### src/rtl/noc_pkg.sv
// Shared NoC types and helpers for the PE injection port.
// Holds phit/VC types, length-field constants and the output FSM states.
package noc_pkg;

    localparam int PHIT_SIZE          = 16;
    localparam int VC_IDX_W           = 4;
    localparam int LENGTH_PHIT_INDEX  = 1;
    localparam int LENGTH_FIELD_WIDTH = 16;
    localparam int CNT_W              = 17;

    typedef logic [PHIT_SIZE-1:0] phit_t;
    typedef logic [VC_IDX_W-1:0]  vc_idx_t;

    typedef enum logic {
        ARB  = 1'b0,
        SEND = 1'b1
    } out_state_t;

    // Phits in a packet whose length field reads len flits; a header-only
    // or zero length still carries the length phit, so never below 2.
    function automatic logic [CNT_W-1:0] pkt_phits(
        input logic [LENGTH_FIELD_WIDTH-1:0] len,
        input int                            fs
    );
        logic [CNT_W-1:0] p;
        p = CNT_W'(int'(len) * fs);
        if (p < CNT_W'(2)) p = CNT_W'(2);
        return p;
    endfunction

endpackage

### src/rtl/inj_vc_fifo.sv
// Per-VC phit FIFO: DEPTH entries of W bits, registered full/empty.
// Ports: clk, rst (sync high), push/din, pop, dout (head), full, empty.
module inj_vc_fifo #(
    parameter int W     = 17,
    parameter int DEPTH = 4
) (
    input  logic         clk,
    input  logic         rst,
    input  logic         push,
    input  logic [W-1:0] din,
    input  logic         pop,
    output logic [W-1:0] dout,
    output logic         full,
    output logic         empty
);

    localparam int AW = $clog2(DEPTH);

    logic [W-1:0]  mem [DEPTH];
    logic [AW-1:0] wr_ptr;
    logic [AW-1:0] rd_ptr;
    logic [AW:0]   count;
    logic          do_push;
    logic          do_pop;

    assign full    = (count == (AW+1)'(DEPTH));
    assign empty   = (count == '0);
    assign do_push = push & ~full;
    assign do_pop  = pop & ~empty;
    assign dout    = mem[rd_ptr];

    always_ff @(posedge clk) begin
        if (rst) begin
            wr_ptr <= '0;
            rd_ptr <= '0;
            count  <= '0;
        end else begin
            if (do_push) wr_ptr <= wr_ptr + AW'(1);
            if (do_pop)  rd_ptr <= rd_ptr + AW'(1);
            case ({do_push, do_pop})
                2'b10:   count <= count + (AW+1)'(1);
                2'b01:   count <= count - (AW+1)'(1);
                default: count <= count;
            endcase
        end
    end

    always_ff @(posedge clk) begin
        if (do_push) mem[wr_ptr] <= din;
    end

endmodule

### src/rtl/pe_injection_port.sv
// Router-side end of the PE injection link: per-VC FIFOs with input framing
// checks, round-robin wormhole forwarding of whole packets to the router.
// Ports: clk, full_reset (sync high); PE side in_data/in_sent_req/in_new/
// in_vc_no -> out_ready; router side out_data/out_sent_req/out_new/out_tail/
// out_vc_no/out_dest_addr <- in_ready; protocol_error (sticky); reports.
// Build option: INJ_PORT_STATS_EN enables packet and stall counters.
module pe_injection_port
    import noc_pkg::*;
#(
    parameter int phit_size               = PHIT_SIZE,
    parameter int flit_size               = 1,
    parameter int addr_length             = 8,
    parameter int addr_place_in_header    = 0,
    parameter int no_vc                   = 8,
    parameter int floorplusone_log2_no_vc = VC_IDX_W,
    parameter int buf_depth               = 4
) (
    input  logic                               clk,
    input  logic                               full_reset,
    input  logic [phit_size-1:0]               in_data,
    input  logic                               in_sent_req,
    input  logic                               in_new,
    input  logic [floorplusone_log2_no_vc-1:0] in_vc_no,
    output logic                               out_ready,
    output logic [phit_size-1:0]               out_data,
    output logic                               out_sent_req,
    output logic                               out_new,
    output logic                               out_tail,
    output logic [floorplusone_log2_no_vc-1:0] out_vc_no,
    input  logic                               in_ready,
    output logic [addr_length-1:0]             out_dest_addr,
    output logic                               protocol_error,
    output logic [31:0]                        no_packet_inject_report,
    output logic [31:0]                        stall_cycles_report
);

    localparam int VW = floorplusone_log2_no_vc;
    localparam int EW = phit_size + 1;

    logic [no_vc-1:0] full, empty, push, pop, bad, req;
    logic [EW-1:0]    head [no_vc];
    logic             sel_full, wr;
    logic [EW-1:0]    g_head;
    logic             g_empty;

    out_state_t             state, state_nxt;
    logic [VW-1:0]          grant, grant_nxt, winner;
    logic [CNT_W-1:0]       ocnt, ocnt_nxt, oplen, oplen_nxt, plen_cur;
    logic [addr_length-1:0] dest, dest_nxt;
    logic [EW-1:0]          win_head;
    logic                   found, hs, is_len_phit, tail_raw;

    // Out-of-range VC numbers read as full, so they are never written.
    always_comb begin
        sel_full = 1'b1;
        g_head   = '0;
        g_empty  = 1'b1;
        for (int v = 0; v < no_vc; v++) begin
            if (in_vc_no == VW'(v)) sel_full = full[v];
            if (grant == VW'(v)) begin
                g_head  = head[v];
                g_empty = empty[v];
            end
        end
    end

    assign out_ready = ~sel_full;
    assign wr        = in_sent_req & out_ready;

    for (genvar v = 0; v < no_vc; v++) begin : g_vc
        logic             body, hit, ok, last;
        logic [CNT_W-1:0] idx, plen, plen_now;

        assign hit      = wr & (in_vc_no == VW'(v));
        // Header only when idle, body only inside a packet.
        assign ok       = in_new ^ body;
        assign plen_now = (idx == CNT_W'(LENGTH_PHIT_INDEX))
                        ? pkt_phits(in_data[LENGTH_FIELD_WIDTH-1:0],
                                    flit_size)
                        : plen;
        assign last     = (idx == plen_now - CNT_W'(1));
        assign push[v]  = hit & ok;
        assign bad[v]   = hit & ~ok;
        assign req[v]   = ~empty[v] & head[v][phit_size];

        always_ff @(posedge clk) begin
            if (full_reset) begin
                body <= 1'b0;
                idx  <= '0;
                plen <= '0;
            end else if (push[v]) begin
                if (in_new) begin
                    body <= 1'b1;
                    idx  <= CNT_W'(1);
                end else begin
                    if (idx == CNT_W'(LENGTH_PHIT_INDEX)) plen <= plen_now;
                    if (last) body <= 1'b0;
                    else      idx  <= idx + CNT_W'(1);
                end
            end
        end

        inj_vc_fifo #(
            .W     (EW),
            .DEPTH (buf_depth)
        ) u_fifo (
            .clk   (clk),
            .rst   (full_reset),
            .push  (push[v]),
            .din   ({in_new, in_data}),
            .pop   (pop[v]),
            .dout  (head[v]),
            .full  (full[v]),
            .empty (empty[v])
        );
    end

    // Round robin: VCs above the last grant first, then wrap around.
    always_comb begin
        found    = 1'b0;
        winner   = grant;
        win_head = '0;
        for (int v = 0; v < no_vc; v++) begin
            if (!found && req[v] && (VW'(v) > grant)) begin
                found    = 1'b1;
                winner   = VW'(v);
                win_head = head[v];
            end
        end
        for (int v = 0; v < no_vc; v++) begin
            if (!found && req[v] && (VW'(v) <= grant)) begin
                found    = 1'b1;
                winner   = VW'(v);
                win_head = head[v];
            end
        end
    end

    assign is_len_phit = (ocnt == CNT_W'(LENGTH_PHIT_INDEX));
    assign plen_cur    = is_len_phit
                       ? pkt_phits(g_head[LENGTH_FIELD_WIDTH-1:0], flit_size)
                       : oplen;
    assign tail_raw    = (ocnt != '0) && (ocnt == plen_cur - CNT_W'(1));

    assign out_sent_req  = (state == SEND) & ~g_empty;
    assign hs            = out_sent_req & in_ready;
    assign out_data      = out_sent_req ? g_head[phit_size-1:0] : '0;
    assign out_new       = out_sent_req & g_head[phit_size];
    assign out_tail      = out_sent_req & tail_raw;
    assign out_vc_no     = (state == SEND) ? grant : '0;
    assign out_dest_addr = dest;

    always_comb begin
        state_nxt = state;
        grant_nxt = grant;
        ocnt_nxt  = ocnt;
        oplen_nxt = oplen;
        dest_nxt  = dest;
        pop       = '0;
        unique case (state)
            ARB: begin
                if (found) begin
                    state_nxt = SEND;
                    grant_nxt = winner;
                    ocnt_nxt  = '0;
                    dest_nxt  = win_head[addr_place_in_header +: addr_length];
                end
            end
            SEND: begin
                if (hs) begin
                    for (int v = 0; v < no_vc; v++)
                        pop[v] = (grant == VW'(v));
                    ocnt_nxt = ocnt + CNT_W'(1);
                    if (is_len_phit) oplen_nxt = plen_cur;
                    if (tail_raw)    state_nxt = ARB;
                end
            end
        endcase
    end

    always_ff @(posedge clk) begin
        if (full_reset) begin
            state          <= ARB;
            grant          <= VW'(no_vc - 1);
            ocnt           <= '0;
            oplen          <= '0;
            dest           <= '0;
            protocol_error <= 1'b0;
        end else begin
            state          <= state_nxt;
            grant          <= grant_nxt;
            ocnt           <= ocnt_nxt;
            oplen          <= oplen_nxt;
            dest           <= dest_nxt;
            protocol_error <= protocol_error | (|bad);
        end
    end

`ifdef INJ_PORT_STATS_EN
    logic [31:0] pkt_cnt, stall_cnt;

    always_ff @(posedge clk) begin
        if (full_reset) begin
            pkt_cnt   <= '0;
            stall_cnt <= '0;
        end else begin
            if (hs & tail_raw)             pkt_cnt   <= pkt_cnt + 32'd1;
            if (in_sent_req & ~out_ready) stall_cnt <= stall_cnt + 32'd1;
        end
    end

    assign no_packet_inject_report = pkt_cnt;
    assign stall_cycles_report     = stall_cnt;
`else
    assign no_packet_inject_report = '0;
    assign stall_cycles_report     = '0;
`endif

endmodule

### config.mk
export PLATFORM = sky130hd
export DESIGN_NAME = pe_injection_port
export DESIGN_NICKNAME = d
export VERILOG_FILES = /design/src/rtl/noc_pkg.sv /design/src/rtl/inj_vc_fifo.sv /design/src/rtl/pe_injection_port.sv
export SDC_FILE = /design/constraint.sdc
export NUM_CORES = 2
export LEC_CHECK = 0
export ABC_AREA = 1
export CORE_MARGIN = 2
export CORE_UTILIZATION = 50
export DETAILED_ROUTE_END_ITERATION = 8
export PLACE_DENSITY = 0.74
export SYNTH_ARGS = -nofsm -noshare
export SYNTH_HDL_FRONTEND = slang
export SYNTH_SLANG_ARGS = --single-unit
export TNS_END_PERCENT = 100
### constraint.sdc
create_clock -name clk -period 5.89 [get_ports clk]
set_input_delay 1.178 -clock clk [delete_from_list [all_inputs] [get_ports clk]]
set_output_delay 1.178 -clock clk [all_outputs]
set_load 0.05 [all_outputs]
# Word level (Yosys, flattened, before mapping)
# Memory sizes are Yosys's and may differ from the RTL's. A register that Yosys moved wholly into a read port is not among the register bits.
# Index checks and enable logic that the tools add are counted.
totals:
  ff_bits: 384
  mem_bits_rw: 544
  inputBits: 25
  elab_cells: 556
  mem_count: 8
memory_table:
  columns: ["memory", "words", "width", "rd", "rd_clocked_by_memory_dff", "write_ports", "line", "text"]
  rows:
  - ["g_vc[0].u_fifo.mem", 4, 17, 1, 1, 1, "inj_vc_fifo.sv:19", "logic [W-1:0] mem [DEPTH];"]
  - ["g_vc[1].u_fifo.mem", 4, 17, 1, 1, 1, "inj_vc_fifo.sv:19", null]
  - ["g_vc[2].u_fifo.mem", 4, 17, 1, 1, 1, "inj_vc_fifo.sv:19", null]
  - ["g_vc[3].u_fifo.mem", 4, 17, 1, 1, 1, "inj_vc_fifo.sv:19", null]
  - ["g_vc[4].u_fifo.mem", 4, 17, 1, 1, 1, "inj_vc_fifo.sv:19", null]
  - ["g_vc[5].u_fifo.mem", 4, 17, 1, 1, 1, "inj_vc_fifo.sv:19", null]
  - ["+2 memories", null, null, null, null, null, null, null]
classes:
  add_sub_neg: 50
  order_cmp: 18
  eq_ne: 66
  muxes: 166
  bitwise: 90
  reduce_logical: 104
op_table:
  columns: ["operator", "n"]
  rows:
  - ["17-bit 2-to-1 mux", 35]
  - ["17-bit by 1-bit adder with 17-bit output (second input constant)", 9]
  - ["17-bit by 1-bit equality test with 1-bit output (second input constant)", 9]
  - ["17-bit equality test", 9]
  - ["17-bit by 1-bit subtractor with 17-bit output (second input constant)", 9]
  - ["8-bit 2-to-1 mux", 18]
  - ["4-bit 2-to-1 mux", 17]
  - ["1-bit 2-to-1 mux", 67]
  - ["1-bit AND", 53]
  - ["16-bit 2-to-1 mux", 3]
  - ["3-bit one-hot mux with 2 select lines", 8]
  - ["2-bit AND reduction", 18]
  - ["17-bit one-hot mux with 2 select lines", 1]
  - ["2-bit by 1-bit adder with 2-bit output (second input constant)", 16]
  - ["4-bit by 3-bit equality test with 1-bit output (second input constant)", 8]
  - ["1-bit logical AND", 32]
  - ["16-bit by 2-bit < comparator with 1-bit output (second input constant)", 2]
  - ["2-bit 2-to-1 mux", 16]
  - ["2-bit nonzero test", 16]
  - ["3-bit AND reduction", 10]
  - ["1-bit inverter", 28]
  - ["3-bit by 1-bit adder with 3-bit output (second input constant)", 8]
  - ["3-bit equality test (second input constant)", 8]
  - ["3-bit zero test", 8]
  - ["other kinds (21)", 86]

# Longest topological paths before layout
logic_depth:
  depth_word: 67
  mapped_depth: 31
  ltp_nobuf: 30

# By module
# Synthesis repeated with hierarchy kept, for this count alone.
hier_totals:
  hier_cells: 6553
  area_unflattened_um2: 52567.9
modules_own_cells:
  columns: ["mod", "n_inst", "cells_each", "area_per_inst_um2", "seq_area_each_um2"]
  rows:
  - ["pe_injection_port", 1, 4681, 27904.3, 6546.3]
  - ["inj_vc_fifo", 8, 234, 3083.0, 2222.1]

# Least setup slack after synthesis
# Ideal clock, no wire load.
synth_timing:
  path_kind: "register to output"
  from: "register grant[0]"
  to: "output port out_tail"
  arrival_time_ps: 3805
  required_time_ps: 4712
  setup_slack_ps: 907
  stages_incl_launch_ff: 27
  n_path_buf: 2
  path_cell_list: "dfxtp_1 > buf_2 > nor3_1 > inv_1 > buf_2 > a21oi_1 > nor2_1 > nand3_1 > nand2_1 > nand3_1 > nor2_1 > nand2_1 > nor2_1 > nand2_1 > a21boi_0 > ha_1 > xnor2_1 > or2_2 > a21oi_1 > nand2_1 > inv_1 > nand4_1 > nor2_1 > nand3_1 > nor2_1 > nand3_1 > nor2_1"
synth_via:
  elab_chain_cells: 16
synth_rtl:
  columns: ["item", "line", "text"]
  rows:
  - ["start, declared", "pe_injection_port.sv:47", "logic [VW-1:0] grant, grant_nxt, winner;"]
  - ["start signal, assigned", "pe_injection_port.sv:184", "grant <= VW'(no_vc - 1);"]
  - ["start signal, assigned", "pe_injection_port.sv:191", "grant <= grant_nxt;"]
  - ["4-bit zero test", "pe_injection_port.sv:60", "if (grant == VW'(v)) begin"]
  - ["17-bit 2-to-1 mux (8 in series)", "pe_injection_port.sv:60", null]
  - ["16-bit by 2-bit < comparator with 1-bit output", "noc_pkg.sv:27", "if (p < CNT_W'(2)) p = CNT_W'(2);"]
  - ["16-bit 2-to-1 mux", "noc_pkg.sv:27", null]
  - ["17-bit 2-to-1 mux", "pe_injection_port.sv:141", "? pkt_phits(g_head[LENGTH_FIELD_WIDTH-1:0], flit_size)"]
  - ["17-bit by 1-bit subtractor with 17-bit output", "pe_injection_port.sv:143", "assign tail_raw = (ocnt != '0) && (ocnt == plen_cur - CNT_W'(1));"]
  - ["17-bit equality test", "pe_injection_port.sv:143", null]
  - ["1-bit logical AND", "pe_injection_port.sv:143", null]
  - ["1-bit AND *", "pe_injection_port.sv:149", "assign out_tail = out_sent_req & tail_raw;"]
  - ["end, declared", "pe_injection_port.sv:28", "output logic out_tail,"]
# Every way passes the cells marked *; elsewhere a longest branch is shown, timed or not.

==> flow_summary.yaml <==
global_route:
  antenna_found_initial: 3
  grt_max_degree: 86
  grt-ovfl-total: 0
  grt_use_total_pct: 27.88
  grt_pass1_wl_um: 222700
  grt_pass1_vias: 38340
power_and_ir_drop:
  peakVddDrop_v: 0.0002351
  p_per_area_nw_per_um2: 257.4
  leakage_nw: 21.40
  power_mw: 14.31
setup_path:
  arrival_ps: 4530
  slowest_stage: "dfxtp_4"
  criticalPathCategory: "register to output pin"
  cp_max_fo: 17
  cpPeakStageDelay_ps: 380
  cp.required_ps: 4710
  startpoint_type: "register"
  critPathCaptureType: "output pin"
placed_design:
  io_buffer_count: 56
  dpl.cell_count: 7136
  place_area_sq_um: 51380
  dp_hpwl_um: 99760
  place.gp.congestion: 0.9771
clocking:
  cts_buffers: 99
  cts.clk_slew.worst_paths_ps: 60
  cts_hold_buf: 0
  clock-sinks: 943
  htree_levels: 3
  root_buffer: "clkbuf_16"
  tritoncts: "yes"
  clkLatencyLatePin_ps: 700
  clock_path_buffers: 3
finish:
  fin_area_sq_um: 55580
  area_growth_pct: 12.51
  nets: 6074
  final_cell_count_no_fill: 7348
  drive_gt1_share_pct: 9.952
  final_util_pct: 56.64
logic_synthesis:
  avgSynthCellArea_sq_um: 8.344
  ys_types: 71
  syn_inst: 5921
  synth_edf_count: 544
  syn_area_sq_um: 49400
  synth_flop_cell: "edfxtp_1"
  yosysSeqAreaShare_pct: 49.23
  async_flop_share_pct: 0
  ys_ff_latch: 943
  ys_warn_count: 0
timing:
  max_freq_mhz: 175.3
  period_needed_ps: 5704
  slew_headroom_pct: 16.16
  final-setup-viol-count: 0
  skew_ps: 26.32
  finalCritPeriodShare_pct: 96.84
  finalMaxSlewViolations: 0
  timing.hold.ws_ps: 444.2
  worstMarginPinSlew_ps: 1246
  finalHoldViolCount: 0
detailed_routing:
  drt_first_pass_iters: 6
  avgViaCountPerCell: 5.687
  vias: 41790
  post_drt_wl_per_cell_um: 19.78
  drt-initial-drc-count: 4583
  remaining_drc_errors: 0
  ant_nets: 0
  wl_um: 145300
floorplan:
  io_pins: 122
  start_util_pct: 50.34
  die_h_um: 318.3
  core_sq_um: 98130
  die_area_sq_um: 101300
  die_x_um: 318.3
  rows: 115
run_status:
  status: "completed"
job:
  maxCapViolCount: 0
worst_hold_path:
  hold_path.class: "register to register"
## cells in the mapped netlist, types with 8 or more instances
library cell     n  share of area (%)
a211oi_1        11               0.17
a21oi_1        425                4.3
a31oi_1         16               0.20
buf_2           66               0.67
buf_4           75                1.1
buf_6           17               0.39
clkbuf_1       185                1.4
clkinv_1        13              0.099
dfxtp_1        399                 16
edfxtp_1       544                 33
fa_1             8               0.32
ha_1            68                1.7
inv_1          509                3.9
inv_2           24               0.18
nand2_1       1102                8.4
nand2_2         18               0.23
nand2_4          8               0.18
nand3_1        546                5.5
nand3b_1         9               0.14
nand4_1        108                1.4
nor2_1         599                4.6
nor2_2          17               0.22
nor3_1         116                1.2
nor3_2          12               0.24
nor3b_1         10               0.15
nor4_1          61               0.77
o211ai_1        16               0.24
o21a_1           8               0.12
o21ai_0        402                4.1
o21ai_1         28               0.28
o221ai_1         9               0.16
o22ai_1         39               0.49
or2_2           10               0.13
xnor2_1         44               0.78
xor2_1         306                5.4
## through the flow
stage               setup WS, ps  TNS, ps
global placement          -48.88   -660.7
finish                     186.2        0
global route              -80.85   -80.85
detailed placement        -114.8    -3561
floorplan                  907.5        0
CTS                        2.687        0
## timing repair
item                                    CTS  global route
pin swaps                                 0            34
gates cloned                              1             4
buffers inserted                          0            18
gates resized for setup                  39           125
endpoints found under the setup margin    3             1
## state kept, by name, summed over array words and instances (netlist names), 16 cells and up, named ones only
| signal | cells |
|---|---|
| g_vc.u_fifo.rd_ptr | 16 |
| g_vc.plen | 136 |
| g_vc.u_fifo.count | 24 |
| g_vc.idx | 136 |
| ocnt | 17 |
| oplen | 17 |
| g_vc.u_fifo.mem | 544 |
| g_vc.u_fifo.wr_ptr | 16 |
## per-layer routing
metal | part of all wire [%] | vias up | routed length (um) | GRT usage, %
met5 | 0.016 | - | 23 | 0
met4 | 3.9 | 4 | 5737 | 10.78
met3 | 8.4 | 304 | 12230 | 4.191
met2 | 45 | 1773 | 65520 | 44.02
met1 | 43 | 19760 | 61810 | 38.74
li1 | - | 19950 | - | -
## cell usage in the layout (no fill, tap or decap), types with 110 or more instances in the layout
cell type / synthesis / layout
edfxtp_1: 544 / 544
nand2_1: 1102 / 1086
xor2_1: 306 / 306
dfxtp_1: 399 / 391
nor3_1: 116 / 110
a21oi_1: 425 / 423
nand3_1: 546 / 527
nor2_1: 599 / 575
buf_4: 75 / 168
o21ai_0: 402 / 396
inv_1: 509 / 500
## report_power, final
group	switching [mW]	leakage, nW	internal, mW
sequential	0.00757	8.10	6.96
clock	2.81	1.67	3.80
combinational	0.573	11.6	0.159
total	3.39	21.4	10.9
## cells by family after synthesis
family | after synthesis | synth area share (%)
compound gates | 1001 | 10.88
other cells | 1 | 0.007591
xor+xnor | 351 | 6.250
mux | 4 | 0.08105
simple gates | 2644 | 23.64
buf+inv | 901 | 7.854
flops | 943 | 49.23
fa+ha+maj | 76 | 2.046
## cell type report
class | instances | area [sq um]
multi-input combinational | 4141 | 21860
clock buffer | 118 | 2660
inverter | 548 | 2126
timing repair inverter | 3 | 18.77
sequential | 943 | 24340
timing repair buffer | 237 | 2171
antenna | 2 | 5.005
fill | 8675 | 42550
clock inverter | 69 | 790.8
tap | 1287 | 1610
## final timing paths
kind,start,end,slack (ps),cells after the start
worst max-delay path,register,out_tail,190,28
worst min-delay path,g_vc[7].plen[16],g_vc[7].plen[16],440,2
worst max register to register,register,ocnt[14],1290,26
worst min register to register,g_vc[7].plen[16],g_vc[7].plen[16],440,2
## worst max-delay path: cells and delay by family, from the launching register on
kind	cells	cell delay [ps]
fa+ha+maj	1	170
buf+inv	3	490
compound gates	1	110
flops	1	380
simple gates	22	2530
xor+xnor	1	130
Note: power is estimated with default switching activity, not from simulation.
